--- src/rtl/pipe_if_id.sv ---
// IF/ID pipeline register with a small fetch-side control FSM.
// The FSM tracks whether instruction memory is busy (WAIT), whether the next
// returning word must be thrown away after a redirect (DROP), and whether a
// halt instruction is sitting in decode (HALT). Every cycle it picks one of
// three actions for the IF/ID registers: hold, load a bubble, or capture.
module pipe_if_id (
  input  logic        clk,
  input  logic        rst,
  input  logic [15:0] instruction,
  input  logic [15:0] PC,
  input  logic [15:0] PC_plus2,
  input  logic        if_valid,
  input  logic        if_stall,
  input  logic        inst_mis_align,
  input  logic        stall_decode,
  input  logic        flush,
  output logic [15:0] instruction_o,
  output logic [15:0] PC_o,
  output logic [15:0] PC_plus2_o,
  output logic        valid_o,
  output logic        inst_mis_align_o,
  output logic        pc_hold,
  output logic        halted_o
);

  localparam logic [15:0] NOP_WORD = 16'h0800;

  typedef enum logic [1:0] {
    S_RUN,
    S_WAIT,
    S_DROP,
    S_HALT
  } state_t;

  typedef enum logic [1:0] {
    ACT_HOLD,
    ACT_BUBBLE,
    ACT_CAPTURE
  } act_t;

  state_t state_q;
  state_t state_d;
  act_t   act;
  state_t capture_next;

  // A captured halt opcode parks the FSM in HALT instead of RUN.
  assign capture_next = (instruction[15:11] == 5'b00000) ? S_HALT : S_RUN;

  // Fetch must not advance while decode stalls or a halt is in decode; a flush
  // always releases fetch so the redirect target can be fetched.
  assign pc_hold = !flush && (stall_decode || (state_q == S_HALT));

  // Next-state and register action, priority flush > stall_decode > if_valid.
  always_comb begin
    // NOTE: defaults first so every path assigns both signals and no latch is inferred.
    state_d = state_q;
    act     = ACT_BUBBLE;
    case (state_q)
      S_RUN: begin
        if (flush) begin
          act     = ACT_BUBBLE;
          state_d = if_stall ? S_DROP : S_RUN;
        end else if (stall_decode) begin
          act     = ACT_HOLD;
          state_d = if_stall ? S_WAIT : S_RUN;
        end else if (if_valid) begin
          act     = ACT_CAPTURE;
          state_d = capture_next;
        end else begin
          act     = ACT_BUBBLE;
          state_d = if_stall ? S_WAIT : S_RUN;
        end
      end
      S_WAIT: begin
        if (flush) begin
          act     = ACT_BUBBLE;
          state_d = S_DROP;
        end else if (stall_decode) begin
          act     = ACT_HOLD;
          state_d = S_WAIT;
        end else if (if_valid) begin
          act     = ACT_CAPTURE;
          state_d = capture_next;
        end else begin
          act     = ACT_BUBBLE;
          state_d = S_WAIT;
        end
      end
      S_DROP: begin
        // The word in flight belongs to the squashed path: always bubble, and
        // return to RUN once it has arrived unless a new flush restarts the drop.
        act = ACT_BUBBLE;
        if (flush) begin
          state_d = S_DROP;
        end else if (if_valid) begin
          state_d = S_RUN;
        end else begin
          state_d = S_DROP;
        end
      end
      S_HALT: begin
        if (flush) begin
          act     = ACT_BUBBLE;
          state_d = if_stall ? S_DROP : S_RUN;
        end else if (stall_decode) begin
          act     = ACT_HOLD;
          state_d = S_HALT;
        end else begin
          act     = ACT_BUBBLE;
          state_d = S_HALT;
        end
      end
      default: begin
        act     = ACT_BUBBLE;
        state_d = S_RUN;
      end
    endcase
  end

  // State and IF/ID registers, with synchronous active-low reset.
  always_ff @(posedge clk) begin
    // NOTE: non-blocking assignments so every register samples pre-edge values.
    if (!rst) begin
      state_q          <= S_RUN;
      instruction_o    <= NOP_WORD;
      PC_o             <= 16'h0000;
      PC_plus2_o       <= 16'h0000;
      valid_o          <= 1'b0;
      inst_mis_align_o <= 1'b0;
      halted_o         <= 1'b0;
    end else begin
      state_q  <= state_d;
      halted_o <= (state_d == S_HALT);
      case (act)
        ACT_CAPTURE: begin
          instruction_o    <= instruction;
          PC_o             <= PC;
          PC_plus2_o       <= PC_plus2;
          valid_o          <= 1'b1;
          inst_mis_align_o <= inst_mis_align;
        end
        ACT_BUBBLE: begin
          instruction_o    <= NOP_WORD;
          valid_o          <= 1'b0;
          inst_mis_align_o <= 1'b0;
        end
        default: begin
        end
      endcase
    end
  end

endmodule

--- config.mk ---
export PLATFORM = sky130hd
export DESIGN_NAME = pipe_if_id
export DESIGN_NICKNAME = d
export VERILOG_FILES = /design/src/rtl/pipe_if_id.sv
export SDC_FILE = /design/constraint.sdc
export NUM_CORES = 1
export LEC_CHECK = 0
export BUFFER_PORTS_ARGS = -buffer_cell sky130_fd_sc_hd__buf_2
export CORE_MARGIN = 3
export CORE_UTILIZATION = 35
export CTS_CLUSTER_SIZE = 16
export DETAILED_ROUTE_END_ITERATION = 12
export PLACE_DENSITY_LB_ADDON = 0.05
export SLEW_MARGIN = 20
export SYNTH_ARGS = -nofsm -noshare
export SYNTH_HDL_FRONTEND = slang
export SYNTH_SLANG_ARGS = --single-unit
--- constraint.sdc ---
create_clock -name clk -period 1.75 [get_ports clk]
set_input_delay 0.175 -clock clk [delete_from_list [all_inputs] [get_ports clk]]
set_output_delay 0.175 -clock clk [all_outputs]
set_load 0.02 [all_outputs]
# --- Yosys cells after proc, flatten, opt, wreduce, memory -nomap -nowiden ---
# Index checks and enable logic that the tools add are counted.
totals:
  register_bits: 53
  latchBits: 0
  ramBits: 0
  mem_bits_ro: 0
  in_bits: 55
  word_cells: 42
  n_memories: 0
classes:
  addsub: 0
  multipliers: 0
  div_mod_pow: 0
  order_cmp: 0
  n_eq_ne: 6
  n_shift: 0
  n_mux: 22
  n_bitwise: 0
  n_reduce_logical: 7
op_table:
  columns: ["op", "n"]
  rows:
  - ["one-hot mux 16 bit (2 select lines)", 1]
  - ["two-way mux 2 bit", 14]
  - ["== test 2 bit, second input constant", 4]
  - ["one-hot mux 2 bit (4 select lines)", 1]
  - ["one-hot mux 2 bit (3 select lines)", 1]
  - ["logical NOT 5 bit", 1]
  - ["== test 2 x 1 -> 1 bit, second input constant", 2]
  - ["one-hot mux 1 bit (2 select lines)", 2]
  - ["two-way mux 1 bit", 3]
  - ["logical NOT 2 bit", 1]
  - ["nonzero test 2 bit", 1]
  - ["OR reduction 2 bit", 1]
  - ["logical AND 1 bit", 1]
  - ["logical NOT 1 bit", 1]
  - ["logical OR 1 bit", 1]

# --- Logic depth before layout (Yosys ltp) ---
depth:
  word_depth: 7
  depth_mapped: 8

# --- Least setup slack after synthesis ---
# No wires, ideal clock.
synth_timing:
  path_kind: "register -> register"
  from: "reg state_q[1]"
  to: "reg instruction_o[14]"
  setup_ns: 0.065
  arrival_ns: 1.581
  path_slack_ns: 0.103
  stages_incl_launch_ff: 9
  synth_period_minus_slack_ns: 1.647
  path_cell_list: "dfxtp_1 -> nand2b_1 -> a21oi_1 -> nor2_1 -> ha_1 -> buf_4 -> nor3b_1 -> a21oi_1 -> nor2b_1"
synth_via:
  elab_chain_len: 5
synth_lines:
  columns: ["item", "line", "text"]
  rows:
  - ["start, declared", "41", "state_t state_q;"]
  - ["start signal, assigned", "132", "state_q <= state_d;"]
  - ["== test 2 x 1 -> 1 bit / logical NOT 2 bit (equally long branches)", "58", "case (state_q)"]
  - ["OR reduction 2 bit (no line)", null, null]
  - ["one-hot mux 2 bit (3 select lines) *", "58", null]
  - ["== test 2 x 1 -> 1 bit / == test 2 bit (equally long branches)", "134", "case (act)"]
  - ["one-hot mux 16 bit (2 select lines) / nonzero test 2 bit (equally long branches)", null, null]
  - ["end signal, assigned", "136", "instruction_o <= instruction;"]
  - ["end, declared", "17", "output logic [15:0] instruction_o,"]
# Every way passes the cells marked *; elsewhere a longest branch is shown, timed or not.
# A chain may end at the register's enable or synchronous reset.

# --- Final worst setup path ---
layout_timing:
  from: "reg state_q[1]"
  to: "reg instruction_o[12]"
# The elaborated chain is that of the path after synthesis.

==> impl_metrics.tcl <==
set metrics [dict create \
    yosys.area.top_type_share 0.503 \
    multi_input_area_um2 982 \
    ys_warn_count 0 \
    drt_iter0_drc 39 \
    gr-usage-all-layers 0.141 \
    hp-class "in2reg" \
    num_rows 27 \
    period_share 0.942 \
    fmax_ghz 0.607 \
    worst_r2r_path_depth 8 \
    synthFlopType "dfxtp_1" \
    clock-root-buffer "clkbuf_8" \
    cp.arrival_ns 1.89 \
    start_util 0.371 \
    syn_area_per_cell_um2 10.6 \
    ant_nets 0 \
    via_per_inst 4.55 \
    cts.reportedPaths.clkPinSlew_ns 0.09 \
    synth-seq-area-share 0.503 \
    ys_async_sr_fraction 0 \
    slew_viol_final 0 \
    grt_pass1_wl_um 8200 \
    cts_tree "yes" \
    status "finished, final reports clean" \
    ctsHtreeMaxLevel 2 \
    routed_wl_um 4880 \
    core_um2 5680 \
    finalPower_mw 2.28 \
    finalSetupViolations 0 \
    synth_edf_count 0 \
    io_buffers 106 \
    drt-wirelength-per-cell_um 12.7 \
    gp_congestion 0.844 \
    rsz0062_at_grt "no" \
    final_layout_size_suffix_gt1_frac 0.412 \
    die_w_um 83.6 \
    max-cap-violations 0 \
    fin_nets 367 \
    diodes 0 \
    post-dp-hpwl_um 3640 \
    hold_viol 0 \
    antenna_found_initial 0 \
    leakage_nw 1.24 \
    cellPowerDensity_nw_per_um2 800 \
    syn-cell-area_um2 2110 \
    cts.sinks 53 \
    drtPass1Iterations 4 \
    fin_crit_ns 1.65 \
    cp-start-kind "flop" \
    ios 107 \
    ys_ff_latch 53 \
    die-height_um 83.6 \
    postSynthCellCount 199 \
    yosysUniqueCellTypes 23 \
    post_cts_buffers 0 \
    grt_overflow_total 0 \
    vias 1743 \
    skew_ns 0.00363 \
    postPlaceCellArea_um2 2750 \
    rr_startpoint "state_q[1]$_SDFF_PN0_" \
    path_class "reg2reg" \
    path_max_fanout 17 \
    syn-num-nets 256 \
    seq_area_um2 1060 \
    reg2reg_slack_ns 0.10 \
    r2r_end "instruction_o[12]$_SDFFE_PN0P_" \
    areaGrowthSynthToFinish_pct 35.3 \
    grt_max_degree 31 \
    cts-buffers-inserted 5 \
    clk_latency_ns 0.30 \
    critPathRequiredTime_ns 1.99 \
    final_cell_area_um2 2850 \
    clock_path_buffers 2 \
    end_kind "flop" \
    fill_cells 572 \
    die_area_um2 6990 \
    yosysTopAreaCell "dfxtp_1" \
    setup.worst_path.start "state_q[1]$_SDFF_PN0_" \
    cts_hold_buf 0 \
    drc_errors 0 \
    synth_area_leaders "dfxtp_1 (50%), nor2b_1 (16%), mux2i_1 (15%)" \
    critPathCapture "instruction_o[12]$_SDFFE_PN0P_" \
    ir_drop_mv 0.371 \
    grt_pass1_vias 1750 \
    max-slew-margin-rel 0.730 \
    worstMarginPinSlew_ns 0.399 \
]
==> cells by family after synthesis <==
group / share of synthesized area
AOI/OAI and AO/OA: 0.0807
xor gates and xnor gates: 0.00416
adders and majority gates: 0.0119
buffers and inverters: 0.0409
DFF: 0.503
muxes: 0.152
and+or+nand+nor: 0.207
==> power breakdown <==
| part | leakage, nW | total (mW) | internal (mW) | switching [mW] |
|---|---|---|---|---|
| Combinational | 0.768 | 0.351 | 0.165 | 0.186 |
| Clock | 0.0385 | 0.667 | 0.284 | 0.383 |
| Sequential | 0.430 | 1.26 | 1.24 | 0.0202 |
| Total | 1.24 | 2.28 | 1.69 | 0.589 |
==> flip-flops by register name, indices dropped and copies added (netlist names) <==
name and flops:
PC_o 16, PC_plus2_o 16, halted_o 1, inst_mis_align_o 1
instruction_o 16, state_q 2, valid_o 1
==> critical path: stages (launching register included) <==
cell      delay (ns)
dfxtp_2         0.38
nand2b_1        0.09
a21oi_2         0.16
nor2_1          0.06
ha_2            0.31
buf_4           0.21
nor3b_1         0.21
a21oi_1         0.06
nor2b_1         0.11
==> area by class of cell <==
type / count / area share
Clock buffer: 7 / 0.0268
Clock inverter: 1 / 0.00263
Inverter: 1 / 0.00132
Multi-Input combinational cell: 133 / 0.344
Sequential cell: 53 / 0.372
Tap cell: 72 / 0.0316
Timing Repair Buffer: 116 / 0.221
==> through the flow <==
step | util | hold slack [ns] | worst slack (ns) | cells | TNS (ns)
2_1_floorplan | - | 0.313 | 0.103 | 199 | 0
3_3_place_gp | 0.484 | 0.426 | -0.0439 | 375 | -0.408
3_5_place_dp | 0.484 | 0.439 | -0.102 | 375 | -1.05
4_1_cts | 0.500 | 0.115 | 0.0249 | 383 | 0
5_1_grt | 0.503 | 0.128 | 0.00551 | 383 | 0
6_report | 0.503 | 0.127 | 0.102 | 383 | 0
==> layout by cell type (no fill, tap or decap), drive strengths merged, types with 4 or more instances in the layout <==
cell / instances
a21oi: 10
a22oi: 12
buf: 116
clkbuf: 7
dfxtp: 53
mux2i: 32
nand2b: 4
nor2: 6
nor2b: 53
nor3b: 4
==> cells in the mapped netlist (2+ instances only) <==
master    count
nor2_1        5
nor3b_1       4
nand2b_1      4
ha_1          2
a21oi_1      10
nor2b_1      53
dfxtp_1      53
buf_6         3
buf_4         4
nor3_1        2
mux2i_1      32
a22oi_1      12
clkbuf_1      5
==> routing by layer <==
| layer | GRT usage | routed length [µm] | up-vias |
|---|---|---|---|
| li1 | - | - | 893 |
| met1 | 0.171 | 2150 | 775 |
| met2 | 0.231 | 2200 | 70 |
| met3 | 0.0553 | 480 | 5 |
| met4 | 0.0439 | 44 | 0 |
| met5 | 0 | 0 | - |
==> worst min-delay path by stage <==
| stage | from | end | slack (ns) | cells after the start |
|---|---|---|---|---|
| 4_1_cts | instruction[9] | instruction_o[9]$_SDFFE_PN0P_ | 0.11 | 3 |
| 5_1_grt | PC[12] | PC_o[12]$_SDFFE_PN0N_ | 0.13 | 3 |
| 6_report | instruction[1] | instruction_o[1]$_SDFFE_PN0P_ | 0.13 | 3 |
| 3_3_place_gp | instruction[9] | instruction_o[9]$_SDFFE_PN0P_ | 0.43 | 3 |
| 3_5_place_dp | instruction[2] | instruction_o[2]$_SDFFE_PN0P_ | 0.44 | 3 |
| 2_1_floorplan | rst | state_q[1]$_SDFF_PN0_ | 0.31 | 2 |
==> what timing repair did <==
item	4_1_cts	5_1_grt
setup endpoints to repair	13	18
resized for setup	1	4
hold endpoints to repair	0	0
pin swaps	0	0
No activity file was read; power rests on OpenSTA's default activity.
